### src/rtl/uart_cmd_parser.sv
// uart_cmd_parser: frame controller behind a UART receiver.
// Hunts for SYNC_BYTE, then parses CMD, LEN, payload and (optionally) a checksum byte.
// A good frame is held, with cmd_valid high, until cmd_ack is seen.
// Optional feature: define UART_CMD_CHECKSUM_EN to require and check a trailing XOR checksum
// byte, computed over CMD, LEN and the payload.
// Ports:
//   clk, rst           clock, asynchronous active-high reset
//   rx_data, rx_valid  received byte and its one-cycle strobe
//   cmd_valid          level, a parsed command is held
//   cmd_code, cmd_len  command byte and payload length of the held frame
//   pl_rd_addr/data    combinational payload buffer read port (reads 0 past MAX_LEN)
//   cmd_ack            consumer releases the held command
//   err_pulse/code     one-cycle error strobe; code 01 csum, 10 length, 11 timeout (sticky)
//   drop_pulse         one-cycle strobe, byte discarded while a command is held
module uart_cmd_parser #(
  parameter int unsigned MAX_LEN      = 16,
  parameter int unsigned TIMEOUT_CLKS = 43400,
  parameter logic [7:0]  SYNC_BYTE    = 8'hA5,
  localparam int unsigned LEN_W       = $clog2(MAX_LEN + 1),
  localparam int unsigned ADDR_W      = $clog2(MAX_LEN)
) (
  input  logic              clk,
  input  logic              rst,
  input  logic [7:0]        rx_data,
  input  logic              rx_valid,
  output logic              cmd_valid,
  output logic [7:0]        cmd_code,
  output logic [LEN_W-1:0]  cmd_len,
  input  logic [ADDR_W-1:0] pl_rd_addr,
  output logic [7:0]        pl_rd_data,
  input  logic              cmd_ack,
  output logic              err_pulse,
  output logic [1:0]        err_code,
  output logic              drop_pulse
);

  localparam int unsigned TMO_W = $clog2(TIMEOUT_CLKS);

`ifdef UART_CMD_CHECKSUM_EN
  typedef enum logic [2:0] {StIdle, StCmd, StLen, StPayload, StCsum, StHold} state_e;
  logic [7:0] csum;
`else
  typedef enum logic [2:0] {StIdle, StCmd, StLen, StPayload, StHold} state_e;
`endif

  state_e           state;
  logic [7:0]       pl_buf [MAX_LEN];
  logic [LEN_W-1:0] idx;
  logic [TMO_W-1:0] tmo_cnt;
  logic             in_frame;
  logic             timeout;

  assign in_frame = (state != StIdle) && (state != StHold);
  // A byte arriving on the expiry cycle is processed instead of timing out.
  assign timeout  = in_frame && !rx_valid && (tmo_cnt == TMO_W'(TIMEOUT_CLKS - 1));

  assign pl_rd_data = (32'(pl_rd_addr) < MAX_LEN) ? pl_buf[pl_rd_addr] : 8'h00;

  always_ff @(posedge clk or posedge rst) begin
    if (rst) begin
      state      <= StIdle;
      cmd_valid  <= 1'b0;
      cmd_code   <= 8'h00;
      cmd_len    <= '0;
      err_pulse  <= 1'b0;
      err_code   <= 2'b00;
      drop_pulse <= 1'b0;
      idx        <= '0;
      tmo_cnt    <= '0;
`ifdef UART_CMD_CHECKSUM_EN
      csum       <= 8'h00;
`endif
      for (int i = 0; i < int'(MAX_LEN); i++) pl_buf[i] <= 8'h00;
    end else begin
      err_pulse  <= 1'b0;
      drop_pulse <= 1'b0;

      if (rx_valid || !in_frame || timeout) tmo_cnt <= '0;
      else                                  tmo_cnt <= tmo_cnt + 1'b1;

      if (timeout) begin
        err_pulse <= 1'b1;
        err_code  <= 2'b11;
        state     <= StIdle;
      end else begin
        unique case (state)
          StIdle: begin
            if (rx_valid && rx_data == SYNC_BYTE) state <= StCmd;
          end
          StCmd: begin
            if (rx_valid) begin
              cmd_code <= rx_data;
`ifdef UART_CMD_CHECKSUM_EN
              csum     <= rx_data;
`endif
              state    <= StLen;
            end
          end
          StLen: begin
            if (rx_valid) begin
`ifdef UART_CMD_CHECKSUM_EN
              csum <= csum ^ rx_data;
`endif
              if (32'(rx_data) > MAX_LEN) begin
                err_pulse <= 1'b1;
                err_code  <= 2'b10;
                state     <= StIdle;
              end else begin
                cmd_len <= rx_data[LEN_W-1:0];
                idx     <= '0;
                if (rx_data == 8'h00) begin
`ifdef UART_CMD_CHECKSUM_EN
                  state     <= StCsum;
`else
                  state     <= StHold;
                  cmd_valid <= 1'b1;
`endif
                end else begin
                  state <= StPayload;
                end
              end
            end
          end
          StPayload: begin
            if (rx_valid) begin
              pl_buf[idx[ADDR_W-1:0]] <= rx_data;
              idx                     <= idx + 1'b1;
`ifdef UART_CMD_CHECKSUM_EN
              csum                    <= csum ^ rx_data;
`endif
              if (idx == cmd_len - LEN_W'(1)) begin
`ifdef UART_CMD_CHECKSUM_EN
                state     <= StCsum;
`else
                state     <= StHold;
                cmd_valid <= 1'b1;
`endif
              end
            end
          end
`ifdef UART_CMD_CHECKSUM_EN
          StCsum: begin
            if (rx_valid) begin
              if (rx_data == csum) begin
                state     <= StHold;
                cmd_valid <= 1'b1;
              end else begin
                err_pulse <= 1'b1;
                err_code  <= 2'b01;
                state     <= StIdle;
              end
            end
          end
`endif
          StHold: begin
            // Every byte seen while holding is discarded, sync included.
            if (rx_valid) drop_pulse <= 1'b1;
            if (cmd_ack) begin
              cmd_valid <= 1'b0;
              state     <= StIdle;
            end
          end
          default: state <= StIdle;
        endcase
      end
    end
  end

endmodule

### config.mk
export PLATFORM = sky130hd
export DESIGN_NAME = uart_cmd_parser
export DESIGN_NICKNAME = d
export VERILOG_FILES = /design/src/rtl/uart_cmd_parser.sv
export SDC_FILE = /design/constraint.sdc
export NUM_CORES = 1
export LEC_CHECK = 0
export CAP_MARGIN = 20
export CORE_ASPECT_RATIO = 1.2
export CORE_MARGIN = 2
export CORE_UTILIZATION = 60
export CTS_BUF_LIST = sky130_fd_sc_hd__clkbuf_4
export DETAILED_ROUTE_END_ITERATION = 10
export DONT_BUFFER_PORTS = 1
export PLACE_DENSITY = 0.76
export SKIP_CTS_REPAIR_TIMING = 1
export SLEW_MARGIN = 10
export SYNTH_ARGS = -nofsm -noshare
export SYNTH_HDL_FRONTEND = slang
export SYNTH_SLANG_ARGS = --single-unit
### constraint.sdc
create_clock -name clk -period 5.94 [get_ports clk]
set_input_delay 0.594 -clock clk [delete_from_list [all_inputs] [get_ports clk]]
set_output_delay 0.594 -clock clk [all_outputs]
set_load 0.1 [all_outputs]
* Yosys cells after proc, flatten, opt, wreduce, memory -nomap -nowiden *
Index checks and enable logic that the tools add are counted.

storage, ports and cells
  word-level logic and storage cells = 119
  input port bits = 16
  flip-flop bits (word level) = 170
  output and inout bits = 26

operators by class
  reductions and logical operators = 24
  add/sub/neg operators = 3
  bitwise operators = 4
  equal/unequal tests = 20
  muxes and demuxes = 39
  $lt $le $gt $ge = 4

operator list
  cell                                                                             number
  128-bit bitwise mux                                                              1
  8-bit binary-select mux with 4-bit select                                        1
  8-bit demux with 4-bit select                                                    1
  3-bit two-way mux                                                                9
  8-bit two-way mux                                                                3
  3-bit inequality test, second input constant                                     7
  16-bit by 1-bit adder with 16-bit output, second input constant                  1
  16-bit equality test, second input constant                                      1
  16-bit two-way mux                                                               1
  5-bit two-way mux                                                                3
  3-bit case mux with 5 select lines                                               1
  1-bit two-way mux                                                                13
  2-bit inequality test, second input constant                                     6
  5-bit greater-or-equal comparator, second input constant                         2
  4-bit NOT with 5-bit output                                                      2
  5-bit case mux with 2 select lines                                               1
  3-bit AND reduction                                                              3
  8-bit equality test, second input constant                                       1
  8-bit by 5-bit greater-than comparator with 1-bit output, second input constant  1
  8-bit zero test                                                                  1
  2-bit two-way mux                                                                4
  8-bit AND reduction                                                              1
  2-bit nonzero test                                                               4
  3-bit by 2-bit equality test with 1-bit output, second input constant            2
  16 further kinds                                                                 24

* Logic depth before layout (Yosys ltp) *
  depth after elaboration = 6
  gate-level depth with buffers = 7
  gate-level depth less buffers = 7

* Worst setup path before layout *
No wires, ideal clock.

  path type = input to output
  start = input pl_rd_addr[0]
  end = output pl_rd_data[0]
  path slack = 2972 ps
  stages on the path = 4
  path buffers = 2
  data required time = 5346 ps
  arrival time = 2374 ps
  path through = clkbuf_1 > buf_2 > mux4_2 > mux4_2

between the ends
  longest elaborated chain between the ends = 4

RTL lines
  what                                                  RTL line  source
  from (decl)                                           29        input logic [ADDR_W-1:0] pl_rd_addr,
  4-bit NOT with 5-bit output (implied by the code)     57        assign pl_rd_data = (32'(pl_rd_addr) < MAX_LEN) ? pl_buf[pl_rd_addr] : 8'h00;
  8-bit binary-select mux with 4-bit select             57
  8-bit two-way mux (implied by the code) (2 in a row)  57
  to (decl)                                             30        output logic [7:0] pl_rd_data,

Every way passes these cells. The select of a mux whose other input is x is not followed.

* Worst setup path in the final report *
  start = register pl_buf[100] (netlist name)
  end = output pl_rd_data[4]

between the ends
  longest elaborated chain between the ends = 3

RTL lines
  what                                                  RTL line  source
  from (decl)                                           47        logic [7:0] pl_buf [MAX_LEN];
  from (signal, indexed assignment)                     126       pl_buf[idx[ADDR_W-1:0]] <= rx_data;
  8-bit binary-select mux with 4-bit select             57
  8-bit two-way mux (implied by the code) (2 in a row)  57

Every way passes these cells. The select of a mux whose other input is x is not followed.

==> reports/qor.yml <==
run_status:
  status: "finished, final reports clean"
final_layout:
  area_growth_pct: 4.09
  multiInputGateArea_mm2: 0.00348
  drive_gt1_share_pct: 36.4
  fin_nets: 566
  finalNonFillerCells: 720
  final_cell_mix: "dfrtp_1, mux2_2, nand2_1, mux4_2, nor2_1"
  final_common_cell: "dfrtp_1"
  fill_cells: 916
  seq_area_mm2: 0.00425
logic_synthesis:
  netlist-cell-type-count: 46
  synth_cells: 562
  ys.warnings.count: 0
  synth_edf_count: 0
  yosysSeqAreaShare_pct: 53.8
  async_flop_share_pct: 100
  avgSynthCellArea_um2: 14.1
  postSynthNetCount: 584
  synth_flop_cell: "dfrtp_1"
  netlist_area_mm2: 0.00791
  synth_seq_cells: 170
detailed_routing:
  vias: 4586
  wirelength_um: 16800
  drtIter0Drc: 308
  drc_errors: 0
  via_per_inst: 6.37
  wl_per_cell_um: 23.3
  drtPass1Iterations: 4
  ant_nets: 0
placement:
  io_buffers: 0
  gp_congestion: 0.815
  dp_hpwl_um: 10900
  dp.cells: 688
clock_tree:
  clkSinkCount: 170
  cts.path.max_buffers: 2
  clkLatencyLatePin_ps: 570
  clk_pin_slew_ps: 130
  cts_made_buffers: 17
  cts_root_buf: "clkbuf_4"
  cts_tree: "yes"
  htreeDepth: 4
grt:
  grt-ovfl-total: 0
  grt_usage_pct: 26.3
  global_route.usage.met2_pct: 43.4
  antenna_found_initial: 1
  top_usage_layer: "met2"
  grt_max_degree: 97
  grt_pass1_wl_um: 26800
  grtUsageMet1_pct: 32.9
  grt_pass1_vias: 4795
  gr-usage-met3_pct: 7.74
die:
  ios: 42
  initial_utilization_pct: 61.9
  rows: 45
  fp.dieH_um: 130
  die_w_um: 109
  die_area_mm2: 0.0141
  core_area_mm2: 0.0128
critical_path:
  endpoint_kind: "primary output"
  start_kind: "flop"
  critPathKind: "flop to primary output"
  worstPathRequired_ps: 5350
  cp.arrival_ps: 2220
  worstPathMaxFanout: 2
sta:
  final.setup_skew_ps: 18.2
  report.final.slew_viol_count: 0
  period_share_pct: 47.5
  finalHoldViolations: 0
  finalSetupTns_ps: 0
  timing.slew.headroom_pct: 31.4
  clock.fmax_ghz: 0.355
  worst_pin_slew_ps: 1030
  rsz0062_at_grt: "false"
  min_period_ps: 2820
  finalSetupViolCount: 0
  whs_ps: 8.73
power_and_ir_drop:
  power_density_mw_per_mm2: 251
  p_leak_nw: 3.94
  ir_drop_v: 0.000252
hold_path:
  hp-class: "primary input to async pin"
job:
  maxCapViolations: 0
-- per-layer routing --
metal / wire length, µm / part of all wire [%] / vias up
li1: - / - / 2001
met5: 0 / 0 / -
met2: 8620 / 51 / 128
met4: 426 / 2.5 / 0
met1: 6680 / 40 / 2425
met3: 1080 / 6.4 / 32
-- cell usage after synthesis (2+ instances only) --
master / instances / area share (%)
and4_1: 2 / 0.22
nor3_1: 6 / 0.38
o21ai_0: 6 / 0.38
ha_1: 6 / 0.95
mux2_1: 10 / 1.4
nand4_1: 8 / 0.63
buf_2: 6 / 0.38
xor2_1: 13 / 1.4
dfrtp_1: 170 / 54
buf_1: 2 / 0.095
and2_1: 4 / 0.32
a21oi_1: 2 / 0.13
mux2_2: 127 / 18
nand3_1: 9 / 0.57
nor2_1: 27 / 1.3
nand2b_1: 2 / 0.16
inv_1: 6 / 0.28
nor4bb_1: 3 / 0.38
and3_1: 8 / 0.63
xnor2_1: 11 / 1.2
clkbuf_1: 29 / 1.4
mux4_2: 40 / 11
nand2_1: 40 / 1.9
a31oi_1: 2 / 0.16
nor2b_1: 2 / 0.16
-- per-stage QoR --
| step | worst slack [ps] | utilization, % | cell area (µm²) | total power [mW] |
|---|---|---|---|---|
| floorplan | 743 | - | 7910 | 1.47 |
| global placement | 3450 | 62.4 | 7980 | 1.47 |
| detailed placement | 3390 | 62.4 | 7980 | 1.48 |
| CTS | 3080 | 64.4 | 8230 | 2.09 |
| global route | 3040 | 64.5 | 8240 | 2.16 |
| finish | 3120 | 64.5 | 8240 | 2.07 |
-- worst paths after layout --
check | from | end | depth (start not counted) | slack, ps
worst max-delay path | pl_buf[100]$_DFFE_PP0P_ | pl_rd_data[4] | 2 | 3120
worst min-delay path | rst | pl_buf[100]$_DFFE_PP0P_ | 1 | 9
worst max register to register | cmd_len[0]$_DFFE_PP0P_ | state[1]$_DFFE_PP0P_ | 7 | 3390
worst min register to register | tmo_cnt[0]$_DFF_PP0_ | tmo_cnt[0]$_DFF_PP0_ | 1 | 480
max in group asynchronous | rst | pl_buf[103]$_DFFE_PP0P_ | 2 | 4460
min in group clk | cmd_ack | state[2]$_DFFE_PP0P_ | 1 | 120
-- state kept, by name, indices dropped and copies added, names as in the netlist --
signal      flops
cmd_valid       1
state           3
cmd_len         5
pl_buf        128
cmd_code        8
drop_pulse      1
idx             5
err_pulse       1
tmo_cnt        16
err_code        2
-- cell families after synthesis --
family / after synthesis / share of synthesized area, %
multiplexers: 177 / 30.9
flip-flops: 170 / 53.8
AND/OR/NAND/NOR: 123 / 8.05
buffers and inverters: 45 / 2.29
XOR/XNOR: 24 / 2.66
AO/OA/AOI/OAI: 17 / 1.42
adder cells (fa/ha/maj): 6 / 0.949
-- worst max-delay path, cell delays in order (launching register included) --
cell	delay (ps)
dfrtp_1	410
mux4_2	490
mux4_2	750
-- where the power goes --
group / switching [mW] / internal [mW] / total, mW
combinational: 0.0495 / 0.0461 / 0.0955
clock: 0.371 / 0.246 / 0.617
sequential: 0.174 / 1.18 / 1.36
-- layout make-up --
cell class / instances / area share [%]
Clock inverter: 11 / 1.29
Tap cell: 164 / 2.49
Inverter: 6 / 0.334
Clock buffer: 19 / 1.73
Timing Repair Buffer: 2 / 0.182
Sequential cell: 170 / 51.6
Antenna cell: 1 / 0.0304
Multi-Input combinational cell: 347 / 42.3
No activity file was read; power rests on OpenSTA's default activity.
